===== src/rtl/core_mem_s_pkg.sv =====
// rtl/core_mem_s_pkg.sv - shared size codes, command opcodes and FSM states for the M stage
package core_mem_s_pkg;

  localparam logic [2:0] SZ_B  = 3'b000;
  localparam logic [2:0] SZ_H  = 3'b001;
  localparam logic [2:0] SZ_W  = 3'b010;
  localparam logic [2:0] SZ_BU = 3'b100;
  localparam logic [2:0] SZ_HU = 3'b101;

  localparam logic COP_RD = 1'b0;
  localparam logic COP_WR = 1'b1;

  typedef enum logic [1:0] {
    ST_IDLE = 2'd0,
    ST_REQ  = 2'd1,
    ST_RESP = 2'd2
  } mem_state_e;

endpackage


===== src/rtl/core_mem_lane.sv =====
// rtl/core_mem_lane.sv - byte-lane steering, load extension and misalignment check
module core_mem_lane
  import core_mem_s_pkg::*;
(
  input  logic        cop_i,
  input  logic [2:0]  size_i,
  input  logic [1:0]  addr_lo_i,
  input  logic [31:0] wdata_i,
  input  logic [31:0] rdata_i,
  output logic [3:0]  be_o,
  output logic [31:0] wdata_o,
  output logic [31:0] rdata_o,
  output logic        misalign_o
);

  logic [31:0] rshift;

  assign rshift = rdata_i >> {addr_lo_i, 3'b000};

  // Unsigned codes are load-only; a store carrying one is rejected as illegal.
  always_comb begin
    be_o       = 4'b0000;
    wdata_o    = wdata_i;
    rdata_o    = rshift;
    misalign_o = 1'b0;
    case (size_i)
      SZ_B, SZ_BU: begin
        be_o       = 4'b0001 << addr_lo_i;
        wdata_o    = {4{wdata_i[7:0]}};
        rdata_o    = (size_i == SZ_B) ? {{24{rshift[7]}}, rshift[7:0]} : {24'd0, rshift[7:0]};
        misalign_o = (size_i == SZ_BU) & cop_i;
      end
      SZ_H, SZ_HU: begin
        be_o       = 4'b0011 << addr_lo_i;
        wdata_o    = {2{wdata_i[15:0]}};
        rdata_o    = (size_i == SZ_H) ? {{16{rshift[15]}}, rshift[15:0]} : {16'd0, rshift[15:0]};
        misalign_o = addr_lo_i[0] | ((size_i == SZ_HU) & cop_i);
      end
      SZ_W: begin
        be_o       = 4'b1111;
        misalign_o = |addr_lo_i;
      end
      default: misalign_o = 1'b1;
    endcase
  end

endmodule


===== src/rtl/core_mem_s.sv =====
// rtl/core_mem_s.sv - memory pipeline station: L1D handshake FSM, stall and mem/wb register
module core_mem_s
  import core_mem_s_pkg::*;
#(
  parameter int TIMEOUT_CYC = 256
) (
  input  logic        clk,
  input  logic        rst,
  input  logic        mem_val_inst_in,
  input  logic        mem_l1d_val_in,
  input  logic        mem_l1d_cop_in,
  input  logic [2:0]  mem_l1d_size_in,
  input  logic [31:0] mem_addr_in,
  input  logic [31:0] mem_wrt_data_in,
  input  logic [31:0] mem_alu_result_in,
  input  logic        mem_mux_alu_mem_in,
  input  logic        mem_we_reg_file_in,
  input  logic [4:0]  mem_rd_in,
  output logic        l1d_req_val,
  input  logic        l1d_req_ack,
  output logic        l1d_req_cop,
  output logic [31:0] l1d_req_addr,
  output logic [31:0] l1d_req_wdata,
  output logic [3:0]  l1d_req_be,
  input  logic        l1d_resp_val,
  input  logic [31:0] l1d_resp_data,
  output logic        mem_stall_out,
  output logic [31:0] mem_result_out,
  output logic        mem_misalign_out,
  output logic        mem_bus_err_out,
  output logic [31:0] mem_wb_data_out_reg,
  output logic        mem_we_reg_file_out_reg,
  output logic [4:0]  mem_rd_out_reg,
  output logic        mem_val_inst_out_reg
);

  localparam int CW = $clog2(TIMEOUT_CYC + 1);

  mem_state_e  state_q, state_d;
  logic [CW-1:0] cnt_q, cnt_d;
  logic        req_cop_q, req_cop_d;
  logic [31:0] req_addr_q, req_addr_d;
  logic [31:0] req_wdata_q, req_wdata_d;
  logic [3:0]  req_be_q, req_be_d;
  logic [31:0] wb_data_q, wb_data_d;
  logic        wb_we_q, wb_we_d;
  logic [4:0]  wb_rd_q, wb_rd_d;
  logic        wb_val_q, wb_val_d;
  logic        misalign_q, misalign_d;
  logic        bus_err_q, bus_err_d;

  logic [3:0]  lane_be;
  logic [31:0] lane_wdata, lane_rdata;
  logic        lane_misalign, mem_op, access;
  logic        complete, load_done, timeout;

  core_mem_lane u_lane (
    .cop_i      (mem_l1d_cop_in),
    .size_i     (mem_l1d_size_in),
    .addr_lo_i  (mem_addr_in[1:0]),
    .wdata_i    (mem_wrt_data_in),
    .rdata_i    (l1d_resp_data),
    .be_o       (lane_be),
    .wdata_o    (lane_wdata),
    .rdata_o    (lane_rdata),
    .misalign_o (lane_misalign)
  );

  assign mem_op = mem_val_inst_in & mem_l1d_val_in;
  assign access = mem_op & ~lane_misalign;

  always_comb begin
    state_d     = state_q;
    cnt_d       = '0;
    req_cop_d   = req_cop_q;
    req_addr_d  = req_addr_q;
    req_wdata_d = req_wdata_q;
    req_be_d    = req_be_q;
    misalign_d  = 1'b0;
    bus_err_d   = 1'b0;
    complete    = 1'b0;
    load_done   = 1'b0;
    timeout     = 1'b0;
    case (state_q)
      ST_IDLE: begin
        if (access) begin
          state_d     = ST_REQ;
          req_cop_d   = mem_l1d_cop_in;
          req_addr_d  = {mem_addr_in[31:2], 2'b00};
          req_wdata_d = lane_wdata;
          req_be_d    = lane_be;
        end else begin
          complete   = 1'b1;
          misalign_d = mem_op & lane_misalign;
        end
      end
      ST_REQ: begin
        if (l1d_req_ack) begin
          if (req_cop_q == COP_WR) begin
            complete = 1'b1;
          end else if (l1d_resp_val) begin
            complete  = 1'b1;
            load_done = 1'b1;
          end else begin
            state_d = ST_RESP;
          end
        end
      end
      ST_RESP: begin
        if (l1d_resp_val) begin
          complete  = 1'b1;
          load_done = 1'b1;
        end else if (cnt_q == CW'(TIMEOUT_CYC - 1)) begin
          complete  = 1'b1;
          timeout   = 1'b1;
          bus_err_d = 1'b1;
        end else begin
          cnt_d = cnt_q + 1'b1;
        end
      end
      default: state_d = ST_IDLE;
    endcase
    if (complete && state_q != ST_IDLE) state_d = ST_IDLE;
  end

  // Upstream holds the exe/mem register while stalled, so its fields are valid at completion.
  always_comb begin
    wb_data_d = wb_data_q;
    wb_we_d   = wb_we_q;
    wb_rd_d   = wb_rd_q;
    wb_val_d  = 1'b0;
    if (complete) begin
      wb_val_d  = mem_val_inst_in;
      wb_rd_d   = mem_rd_in;
      wb_we_d   = mem_we_reg_file_in & ~(mem_op & lane_misalign) & ~timeout;
      wb_data_d = timeout ? 32'd0 :
                  mem_mux_alu_mem_in ? mem_alu_result_in :
                  load_done ? lane_rdata : 32'd0;
    end
  end

  always_ff @(posedge clk) begin
    if (rst) begin
      state_q     <= ST_IDLE;
      cnt_q       <= '0;
      req_cop_q   <= 1'b0;
      req_addr_q  <= '0;
      req_wdata_q <= '0;
      req_be_q    <= '0;
      wb_data_q   <= '0;
      wb_we_q     <= 1'b0;
      wb_rd_q     <= '0;
      wb_val_q    <= 1'b0;
      misalign_q  <= 1'b0;
      bus_err_q   <= 1'b0;
    end else begin
      state_q     <= state_d;
      cnt_q       <= cnt_d;
      req_cop_q   <= req_cop_d;
      req_addr_q  <= req_addr_d;
      req_wdata_q <= req_wdata_d;
      req_be_q    <= req_be_d;
      wb_data_q   <= wb_data_d;
      wb_we_q     <= wb_we_d;
      wb_rd_q     <= wb_rd_d;
      wb_val_q    <= wb_val_d;
      misalign_q  <= misalign_d;
      bus_err_q   <= bus_err_d;
    end
  end

  assign l1d_req_val             = (state_q == ST_REQ);
  assign l1d_req_cop             = req_cop_q;
  assign l1d_req_addr            = req_addr_q;
  assign l1d_req_wdata           = req_wdata_q;
  assign l1d_req_be              = req_be_q;
  assign mem_stall_out           = ~complete;
  assign mem_result_out          = mem_alu_result_in;
  assign mem_misalign_out        = misalign_q;
  assign mem_bus_err_out         = bus_err_q;
  assign mem_wb_data_out_reg     = wb_data_q;
  assign mem_we_reg_file_out_reg = wb_we_q;
  assign mem_rd_out_reg          = wb_rd_q;
  assign mem_val_inst_out_reg    = wb_val_q;

endmodule


===== config.mk =====
export PLATFORM = sky130hd
export DESIGN_NAME = core_mem_s
export DESIGN_NICKNAME = d
export VERILOG_FILES = /design/src/rtl/core_mem_s_pkg.sv /design/src/rtl/core_mem_lane.sv /design/src/rtl/core_mem_s.sv
export SDC_FILE = /design/constraint.sdc
export NUM_CORES = 1
export LEC_CHECK = 0
export CORE_UTILIZATION = 37
export CTS_CLUSTER_DIAMETER = 40
export DETAILED_ROUTE_END_ITERATION = 16
export PLACE_DENSITY = 0.88
export SYNTH_ARGS = -nofsm -noshare
export SYNTH_HDL_FRONTEND = slang
export SYNTH_HIERARCHICAL = 1
export SYNTH_SLANG_ARGS = --single-unit

===== constraint.sdc =====
create_clock -name clk -period 3.06 [get_ports clk]
set_input_delay 0.918 -clock clk [delete_from_list [all_inputs] [get_ports clk]]
set_output_delay 0.918 -clock clk [all_outputs]
set_load 0.02 [all_outputs]

==> results.toml <==
[status]
status = "complete, but fails checks"
failed_checks = "negative setup slack"

[yosys]
yosysSeqAreaShare = 0.395
synth-edff-count = 0
yosys.cell_types.count = 51
netlist_instances = 714
synth_top_area_frac = 0.395
avgSynthCellArea_um2 = 8.44
synth_area_leader_cell = "dfxtp_1"
synth-async-reset-ratio = 0
synth_flop_cell = "dfxtp_1"
synth_area_um2 = 6030
synth_warnings = 6
synth.area.top_cells = "dfxtp_1, nand2_1, a22o_1, a21oi_1, mux2_2"
synth_seq_cells = 119

[detailed_routing]
vias = 6260
post_drt_wl_per_cell_um = 16.9
viasPerCell = 5.21
drtIter0Drc = 373
detail-route-antenna-nets = 0
drc_errors = 0
wl_mm = 20.3
dr.pass1.iters = 5

[worst_hold_path]
hold_class = "reg -> reg"

[power_and_ir_drop]
max-vdd-ir-drop_mv = 0.351
switching_power_uw = 1240
seqPwrFrac = 0.348
leakage_uw = 0.00364
power.density_nw_per_um2 = 487
swShare = 0.263
p_clk_frac = 0.455
p_comb_frac = 0.197
p_int_uw = 3490

[finish]
n_antenna_cell = 0
final_common_cell = "clkdlybuf4s50_1"
num-fill-cells = 1349
final_cell_mix = "clkdlybuf4s50_1, nand2_1, dfxtp_1, a21oi_1, a22o_1"
area_growth_pct = 61.1
nets = 1124
drive_gt1_frac = 0.145

[timing]
period_needed_ns = 3.06
setup_violations = 1
layout_setup_ws_ns = -0.00376
fmax_ghz = 0.326
skew_ns = 0.00890
drv_slew = 0
fin_crit_sh = 1.00
worst_pin_slew_ns = 0.642
hold_ws_ns = 0.446
final-hold-violation-count = 0
slew_headroom = 0.571

[global_routing]
grt.busiest_layer = "met2"
track_usage = 0.240
grt_pass1_vias = 6169
grt_util_met1 = 0.255
grtUsageMet3 = 0.0784
grt_pass1_wl_mm = 31.1
grtUsageMet2 = 0.414
overflow = 0
grt_max_degree = 41
antenna_found_initial = 0

[run]
max_cap_viol_count = 0

[setup_path]
path_class = "in -> out"
start_kind = "input port"
cp.arrival_ns = 2.15
crit_path_end_kind = "output port"
crit_path_max_incr_delay_ns = 0.26
worstPathMaxFanout = 3
cp.required_ns = 2.14
worstPathCellList = "buf_6, and2_4, a211oi_4, a21oi_4, and3b_4, o211a_4, nor2_4, inv_2, buf_6"
cpMostUsedCell = "buf_6"
cpMaxStageDelayCell = "o211a_4"

[clock_network]
clock_sinks = 119
cts.reportedPaths.clkPinSlew_ns = 0.06
clk_latency_ns = 0.42
tritoncts = "done"
numCtsBuffers = 17
cts_root_buf = "clkbuf_16"
clk_path_buf_depth = 2
h-tree-depth = 4

[die]
initial_core_util = 0.379
die_y_um = 130
io-pin-count = 289
dieWidth_um = 130
num_rows = 46
die-area_um2 = 16800
core_um2 = 15900

[placed_design]
io_buffer_count = 286
gp_congestion = 0.861
pre_cts_slack_ns = -0.988
dp_hpwl_mm = 15.0
[final cells by class]
class | count | area [um^2] | share of cell area
Tap cell | 216 | 270 | 0.0278
Sequential cell | 119 | 2380 | 0.245
Timing Repair Buffer | 336 | 3320 | 0.341
Clock inverter | 11 | 159 | 0.0164
Clock buffer | 21 | 480 | 0.0495
Inverter | 11 | 41.3 | 0.00425
Multi-Input combinational cell | 488 | 3060 | 0.315
[final timing paths]
kind / startpoint / endpoint / slack [ns] / cells after the start
setup / recovery: mem_l1d_size_in[0] / mem_stall_out / -0.004 / 9
hold / removal: cnt_q[0] / cnt_q[0] / 0.45 / 1
setup reg to reg: cnt_q[0] / mem_we_reg_file_out_reg / 0.79 / 11
hold reg to reg: cnt_q[0] / cnt_q[0] / 0.45 / 1
[stage by stage]
step / utilization / power, uW / TNS [ns] / cell area (um^2) / std cells
after detailed placement: 0.569 / 2590 / -9.88 / 9040 / 1166
after global routing: 0.611 / 4890 / -0.0312 / 9710 / 1202
after floorplan: - / 2140 / -0.0494 / 6060 / 715
final: 0.611 / 4730 / -0.00376 / 9710 / 1202
after global placement: 0.569 / 2580 / -8.71 / 9040 / 1166
after CTS: 0.610 / 4760 / -0.0546 / 9690 / 1200
[worst max-delay path: cells and delay by family]
kind / cells / cell delay [ns]
AND/OR/NAND/NOR: 3 / 0.50
buffers and inverters: 3 / 0.25
AO/OA/AOI/OAI: 3 / 0.49
[logic make-up (layout without fill, tap and decap cells)]
logic type      count (synthesis)  count (layout)  share of synthesized area
simple gates                  218             218                      0.156
compound gates                209             209                      0.235
flops                         119             119                      0.395
buf+inv                       108             379                      0.106
mux                            48              48                     0.0884
fa+ha+maj                       6               6                     0.0125
xor+xnor                        5               5                    0.00727
other cells                     1               2                   0.000622
[cells in the mapped netlist (8+ instances only)]
cell,instances
buf_1,8
a21oi_1,76
nand3_1,9
buf_2,11
mux2_2,32
nand2_1,171
mux2i_1,15
o21ai_0,30
o211ai_1,16
nor2_1,15
dfxtp_1,119
a22o_1,64
inv_1,9
buf_4,44
clkbuf_1,27
[per-layer routing]
layer	share of wire	up-vias	wire length [um]
met5	0	-	0
met4	0.039	0	797
met3	0.089	53	1810
met2	0.49	299	10000
met1	0.38	2918	7720
li1	-	2990	-
[timing repair]
item	4_1_cts	5_1_grt
endpoints found under the setup margin	1	1
pin swaps	5	5
gates resized for setup	30	5
hold buffers	0	0
setup buffers	3	2
endpoints found under the hold margin	0	0
cloned	0	0
[power by group through the flow]
stage / Combinational [uW] / Sequential, uW / Clock (uW)
after floorplan: 391 / 1750 / 0
after global placement: 905 / 1670 / 0
after detailed placement: 916 / 1680 / 0
after CTS: 925 / 1640 / 2190
after global routing: 993 / 1650 / 2250
final: 933 / 1640 / 2150
No activity file was read; power rests on OpenSTA's default activity.
